## src/rtl/tx_word_serializer.sv

```systemverilog
// rtl/tx_word_serializer.sv - 32-bit word to 8-bit OSERDES byte serializer with idle fill, training and bit-slip
// Optional macro TX_PRBS_TRAIN_EN: training sends PRBS7 instead of TRAIN_BYTE.
module tx_word_serializer #(
  parameter logic [31:0] IDLE_WORD  = 32'hACACACAC,
  parameter logic [7:0]  TRAIN_BYTE = 8'hF0,
  parameter int          CNT_WIDTH  = 16
) (
  input  logic                 clk160,
  input  logic                 reset,
  input  logic [31:0]          s_data,
  input  logic                 s_valid,
  output logic                 s_ready,
  input  logic                 train_mode,
  input  logic [2:0]           bit_slip,
  output logic [7:0]           tx_byte,
  output logic                 word_strobe,
  output logic                 in_training,
  output logic [CNT_WIDTH-1:0] words_sent,
  output logic [CNT_WIDTH-1:0] idles_sent,
  input  logic                 reset_counters
);

  typedef enum logic [1:0] {IDLE, DATA, TRAIN} state_t;

  state_t      state, state_next;
  logic [1:0]  byte_cnt;
  logic [31:0] shift_reg;
  logic        boundary;
  logic [7:0]  pre_byte;
  logic [7:0]  train_byte;
  logic [7:0]  cur_byte;
  logic [7:0]  prev_byte;
  logic [15:0] slipped;
  logic        strobe_d1;
  logic        train_d1;
  logic        word_inc;
  logic        idle_inc;

  assign boundary = (byte_cnt == 2'd3);
  assign s_ready  = boundary && !train_mode && !reset;

  always_comb begin
    state_next = state;
    if (boundary) begin
      if (train_mode)   state_next = TRAIN;
      else if (s_valid) state_next = DATA;
      else              state_next = IDLE;
    end
  end

  always_ff @(posedge clk160) begin
    if (reset) begin
      state     <= IDLE;
      byte_cnt  <= 2'd0;
      shift_reg <= IDLE_WORD;
    end else begin
      state    <= state_next;
      byte_cnt <= byte_cnt + 2'd1;
      if (boundary)
        shift_reg <= (state_next == DATA) ? s_data : IDLE_WORD;
      else
        shift_reg <= {shift_reg[23:0], 8'h00};
    end
  end

`ifdef TX_PRBS_TRAIN_EN
  logic [6:0] lfsr;
  logic [6:0] lfsr_next;
  logic [6:0] lfsr_work;

  // Eight PRBS7 steps per byte clock; the oldest bit lands in tx bit 7.
  always_comb begin
    lfsr_work  = lfsr;
    train_byte = 8'h00;
    for (int i = 0; i < 8; i++) begin
      train_byte[7-i] = lfsr_work[6];
      lfsr_work       = {lfsr_work[5:0], lfsr_work[6] ^ lfsr_work[5]};
    end
    lfsr_next = lfsr_work;
  end

  always_ff @(posedge clk160) begin
    if (reset)
      lfsr <= 7'h7F;
    else if (boundary && state_next == TRAIN && state != TRAIN)
      lfsr <= 7'h7F;
    else if (state == TRAIN)
      lfsr <= lfsr_next;
  end
`else
  assign train_byte = TRAIN_BYTE;
`endif

  assign pre_byte = (state == TRAIN) ? train_byte : shift_reg[31:24];
  assign slipped  = {prev_byte, cur_byte} >> bit_slip;

  // Output pipeline: pre_byte -> cur_byte -> tx_byte; frame flags follow the same two stages.
  always_ff @(posedge clk160) begin
    if (reset) begin
      cur_byte    <= 8'h00;
      prev_byte   <= 8'h00;
      tx_byte     <= 8'h00;
      strobe_d1   <= 1'b0;
      word_strobe <= 1'b0;
      train_d1    <= 1'b0;
      in_training <= 1'b0;
    end else begin
      cur_byte    <= pre_byte;
      prev_byte   <= cur_byte;
      tx_byte     <= slipped[7:0];
      strobe_d1   <= (byte_cnt == 2'd0);
      word_strobe <= strobe_d1;
      train_d1    <= (state == TRAIN);
      in_training <= train_d1;
    end
  end

  assign word_inc = boundary && (state_next == DATA);
  assign idle_inc = boundary && (state_next == IDLE);

  always_ff @(posedge clk160) begin
    if (reset || reset_counters) begin
      words_sent <= '0;
      idles_sent <= '0;
    end else begin
      if (word_inc && words_sent != {CNT_WIDTH{1'b1}})
        words_sent <= words_sent + 1'b1;
      if (idle_inc && idles_sent != {CNT_WIDTH{1'b1}})
        idles_sent <= idles_sent + 1'b1;
    end
  end

endmodule

```

## config.mk

```make
export PLATFORM = sky130hd
export DESIGN_NAME = tx_word_serializer
export DESIGN_NICKNAME = d
export VERILOG_FILES = /design/src/rtl/tx_word_serializer.sv
export SDC_FILE = /design/constraint.sdc
export NUM_CORES = 1
export LEC_CHECK = 0
export ABC_CLOCK_PERIOD_IN_PS = 2300
export CAP_MARGIN = 5
export CORE_UTILIZATION = 39
export CTS_CLUSTER_SIZE = 16
export DETAILED_ROUTE_END_ITERATION = 6
export PLACE_DENSITY = 0.62
export SYNTH_ARGS = -nofsm -noshare
export SYNTH_HDL_FRONTEND = slang
export SYNTH_SLANG_ARGS = --single-unit
```

## constraint.sdc

```tcl
create_clock -name clk160 -period 2.3 [get_ports clk160]
set_clock_uncertainty 0.1 [all_clocks]
set_input_delay 0.345 -clock clk160 [delete_from_list [all_inputs] [get_ports clk160]]
set_output_delay 0.345 -clock clk160 [all_outputs]
set_load 0.005 [all_outputs]
```

* After elaboration in Yosys (flattened, before gate mapping)
Index checks and enable logic that the tools add are counted.
** Operators by class
- $lt $le $gt $ge :: 0
- Eq/ne operators :: 5
- Shift operators :: 1
- Bitwise logic cells :: 2
- Reductions and logical operators :: 13
- Divide/modulo/power cells :: 0
- Add/sub/neg operators :: 3
- Mux-type cells :: 6
- Multipliers :: 0
** Operator list (number)
- 32-bit two-way mux :: 2
- 16-bit by 1-bit adder with 16-bit output (second input constant) :: 2
- 16-bit inequality test (second input constant) :: 2
- 16-bit by 3-bit right shift with 8-bit output :: 1
- 8-bit two-way mux :: 1
- 1-bit logical AND :: 6
- 2-bit equality test (second input constant) :: 2
- 2-bit logical NOT :: 2
- 2-bit two-way mux :: 2
- 3-bit OR reduction :: 1
- 2-bit by 1-bit adder with 2-bit output (second input constant) :: 1
- 2-bit by 1-bit equality test with 1-bit output (second input constant) :: 1
- 1-bit logical NOT :: 2
- 1-bit inverter :: 2
- 2-bit OR reduction :: 1
- 1-bit logical OR :: 1
- 1-bit two-way mux :: 1
** Word-level totals
- Bits in read-only memories :: 0
- Register bits after elaboration :: 96
- Bits in latches :: 0
- Bits of input ports :: 40
- Output and inout bits :: 43
- Logic and storage cells :: 44
- RAM bits :: 0
- Memories kept :: 0

* Logic depth before layout (Yosys ltp)
- Word-level depth :: 6
- Mapped depth :: 8
- Mapped depth without buffers :: 5

* Least setup slack after synthesis
No wires, ideal clock.
- Path kind :: reg-to-reg
- Start point :: register byte_cnt[0]
- End point :: register words_sent[14]
- Path slack :: 340 ps
- Data required time :: 2079 ps
- Cell stages (with the launch flop) :: 8
- Clock period less this slack :: 1960 ps
- Library setup time :: 121 ps
- Path buffers :: 2
- Arrival :: 1738 ps
- Cell sequence :: dfxtp_1 > ha_1 > buf_4 > nand2b_1 > buf_6 > nand4_4 > or3_1 > mux2_4
** Between the ends
- Longest elaborated chain between the ends :: 5
** Ends and longest elaborated chain
- from (decl) :: line 26 : logic [1:0] byte_cnt;
- from (signal assigned) :: line 58 : byte_cnt <= byte_cnt + 2'd1;
- 2-bit equality test (*) :: line 39 : assign boundary = (byte_cnt == 2'd3);
- 2-bit two-way mux :: line 44 : if (boundary) begin
- 2-bit by 1-bit equality test with 1-bit output :: line 118 : assign word_inc = boundary && (state_next == DATA);
- 1-bit logical AND (*) :: line 118
- 1-bit logical AND (*) :: line 126 : if (word_inc && words_sent != {CNT_WIDTH{1'b1}})
- to (signal assigned) :: line 127 : words_sent <= words_sent + 1'b1;
- to (decl) :: line 18 : output logic [CNT_WIDTH-1:0] words_sent,
Mark *: on every way between the ends. The rest lies on a longest branch, timed or not.
A chain may end at the register's enable or synchronous reset.

* Worst setup path after layout
- Start point :: input port train_mode
- End point :: output port s_ready
** Between the ends
- Longest elaborated chain between the ends :: 3
** Ends and longest elaborated chain
- from (decl) :: line 13 : input logic train_mode,
- 1-bit logical NOT :: line 40 : assign s_ready = boundary && !train_mode && !reset;
- 1-bit logical AND (2 in series) :: line 40
- to (decl) :: line 12 : output logic s_ready,
Every way passes these cells.

==> results.md <==
* Status: complete, no violations
* Dominant cell type by area after synthesis: dfxtp_1
* Tmin final at 2.17 ns
* First-pass GRT wire length at about 15000 µm
* Post-route design area at around 5400 µm²
* Setup Buffers After CTS at 0
* Critical Path Max Stage Delay at 0.52 ns
* Sw power at roughly 0.00076 W
* Final Power at 0.00302 W
* Crit path top cell by count: clkdlybuf4s50_1
* Internal at 0.00226 W
* Die Ht at roughly 100 µm
* Max reg flops at 32
* RSZ-0062 raised after global routing: false
* Starting Density at between 30% and 40%
* Share of cells above drive strength 1 at 13.8%
* CTS H-Tree Depth at 3
* Average wire per standard cell at roughly 14 µm
* Final wirelength at 8660 µm
* Overall routing resource usage at between 10% and 20%
* Most common cell in the synthesized netlist: dfxtp_1
* Grt ovf at 0
* Yosys top cell area share at 46.5%
* Crit Path Category: in2out
* HPWL after detailed placement at 6390 µm
* Synth async-reset ratio at 0%
* I/O pin count at 83
* Root buf cell: clkbuf_8
* Synth cell count leaders: 95 x dfxtp_1, 32 x nand2_1, 24 x mux2i_1, 19 x a21oi_1
* Yosys reg bits at between 90 and 100
* Synth area leaders: dfxtp_1 47%, mux2i_1 5.9%, mux4_2 4.4%
* Grt met3 use at 4.07%
* DRT iter0 DRCs at 76
* Core footprint at between 10000 and 15000 µm²
* Placed Instances at 619
* Max-slew violations at 0
* PortBufs at 82
* Cell Count, Final, Fillers Out at ~640
* Max-cap violation count at 0
* Bufs and invs on worst path at 3
* Worst Path Required at 1.86 ns
* First-pass DRT Iterations at 4
* Post-synthesis sequential area ratio at 46.5%
* Max frequency at 0.460 GHz
* Pwr dens at between 500 and 600 nW/µm²
* Ys Warns at 0
* Classification of the worst-slack hold path: reg2reg
* Post-synthesis cell count at between 300 and 400
* Worst slew pin tran at ~0.77 ns
* Vias in the first global route at around 3200
* CP max-delay cell: clkdlybuf4s50_1
* Top FF cell, synth: dfxtp_1
* Num rows at 37
* Hold Vio Cnt, Final at 0
* Arrival @ worst endpoint at 1.73 ns
* Area of the mapped netlist at around 4100 µm²
* Crit path max fanout at 7
* Syn_nets at 443
* Clock share of power at between 30% and 40%
* CTS tree: built
* Final setup viols at 0
* Gpl congestion at just over 0.8
* Grt met1 use at a little over a fifth
* Worst-path clk slew at ~0.1 ns
* Post-synth EDFFs at 0
* N_diodes at 0
* Switching Fraction at ~25%
* Leak at between 1.5 and 2 nW
* Pin count of the biggest net entering global routing at 25
* Final #Nets at ~540
* Crit-path leading delay family: buffers and inverters
* Number of antenna violations at the first check in global routing at 0
* Via count at 3321
* # DRC at 0
* Clock tree buffer depth at 2
* WHS at between 0.3 and 0.4 ns
* Max transition margin at 48.2%
* GRT Max-Usage Layer: met2
* Die area at about 11000 µm²
* Antenna-violating nets left at 0
* Combinational fraction of design power at 8.9%
* Post-layout util at 52.5%
* Layout area overhead at 31.3%
* TritonCTS Buffers at 9
* Part of the power in registers at between 50% and 60%
* CP Launch Type: input pin
* Post-DP Area at roughly 5200 µm²
* Yosys cell types at a little over 50
* Cells along the critical path: clkdlybuf4s50_1 -> buf_4 -> nor3b_2 -> clkdlybuf4s50_1
* Avg Cell Area, Syn at about 10 µm²
* Hold buffer count at CTS at 0
* Die Wd at about 100 µm
* GR Layer Usage met2 at approximately 28%
* Worst skew pair latency at ~0.37 ns
* Vias/cell at around 5.2
* Final period utilization at a little over nine tenths
* Worst VDD drop at between 200 and 250 µV
* CTS sink cnt at 95
* Critical path endpoint category: output pin
-- path summary, 6_finish.rpt --
| path | startpoint | endpoint | slack, ns | cells past startpoint |
|---|---|---|---|---|
| hold reg to reg | shift_reg[27] | cur_byte[3] | 0.33 | 1 |
| setup / recovery | train_mode | s_ready | 0.13 | 4 |
| hold / removal | shift_reg[27] | cur_byte[3] | 0.33 | 1 |
| setup reg to reg | byte_cnt[0] | idles_sent[10] | 0.25 | 7 |
-- final cells by class --
type	count	area [µm²]
Inverter	10	37.5
Clock inverter	7	65.1
Multi-Input combinational cell	270	2040
Fill cell	948	4860
Clock buffer	9	124
Tap cell	136	170
Timing Repair Buffer	108	1030
Sequential cell	95	1900
-- routing by layer --
metal | vias to the layer above | wire (µm) | part of all wire, %
met5 | - | 0 | 0
met3 | 7 | 352 | 4.1
met1 | 1572 | 4030 | 47
li1 | 1671 | - | -
met4 | 0 | 84 | 0.97
met2 | 71 | 4190 | 48
-- kinds of logic after synthesis --
group / after synthesis / share of synthesized area, %
flip-flops: 95 / 46.5
buffers and inverters: 33 / 3.76
adder cells (fa/ha/maj): 5 / 1.53
multiplexers: 34 / 11.2
AND/OR/NAND/NOR: 157 / 24.1
AO/OA/AOI/OAI: 74 / 12.9
-- worst reg2reg max path, delay by kind of cell, from the launching register on --
kind	cells	cell delay [ns]
adders and majority gates	1	0.16
buffers and inverters	2	0.40
DFF	1	0.36
muxes	1	0.22
and+or+nand+nor	3	0.72
-- power groups by stage --
stage / clock [W] / sequential, W / combinational [W]
6_report: 0.00105 / 0.00170 / 0.000268
3_3_place_gp: 0 / 0.00174 / 0.000266
4_1_cts: 0.00109 / 0.00170 / 0.000270
2_1_floorplan: 0 / 0.00174 / 0.000145
5_1_grt: 0.00116 / 0.00171 / 0.000295
3_5_place_dp: 0 / 0.00174 / 0.000268
-- what timing repair did --
item | CTS | global route
endpoints found under the hold margin | 0 | 0
endpoints found under the setup margin | 0 | 2
gates resized for setup | 0 | 3
-- per-stage QoR --
step | TNS [ns] | worst slack (ns)
finish | 0 | 0.127
global route | 0 | 0.0118
floorplan | 0 | 0.340
global placement | -0.0245 | -0.0110
CTS | 0 | 0.00946
detailed placement | -0.135 | -0.0576
-- placed cells by master, fill, tap and decap left out, types with 3 or more instances in the layout --
cell type	instances
clkbuf_8	9
o21a_1	4
or3_1	14
mux4_2	8
and2_1	10
nor3_1	4
o31ai_1	15
nand2_1	32
buf_4	25
nor2_1	15
o22a_1	11
a22o_1	12
and4_1	5
nand3_1	6
dfxtp_1	93
or4_1	11
ha_1	5
or2_2	3
nand4_4	3
a21o_1	4
nand2b_1	3
inv_1	9
nor4_2	3
a21oi_1	19
nor2b_1	11
clkdlybuf4s50_1	82
mux2i_1	24
nand4_1	12
o21ai_0	4
nor4_1	11
Note: power is estimated with default switching activity, not from simulation.
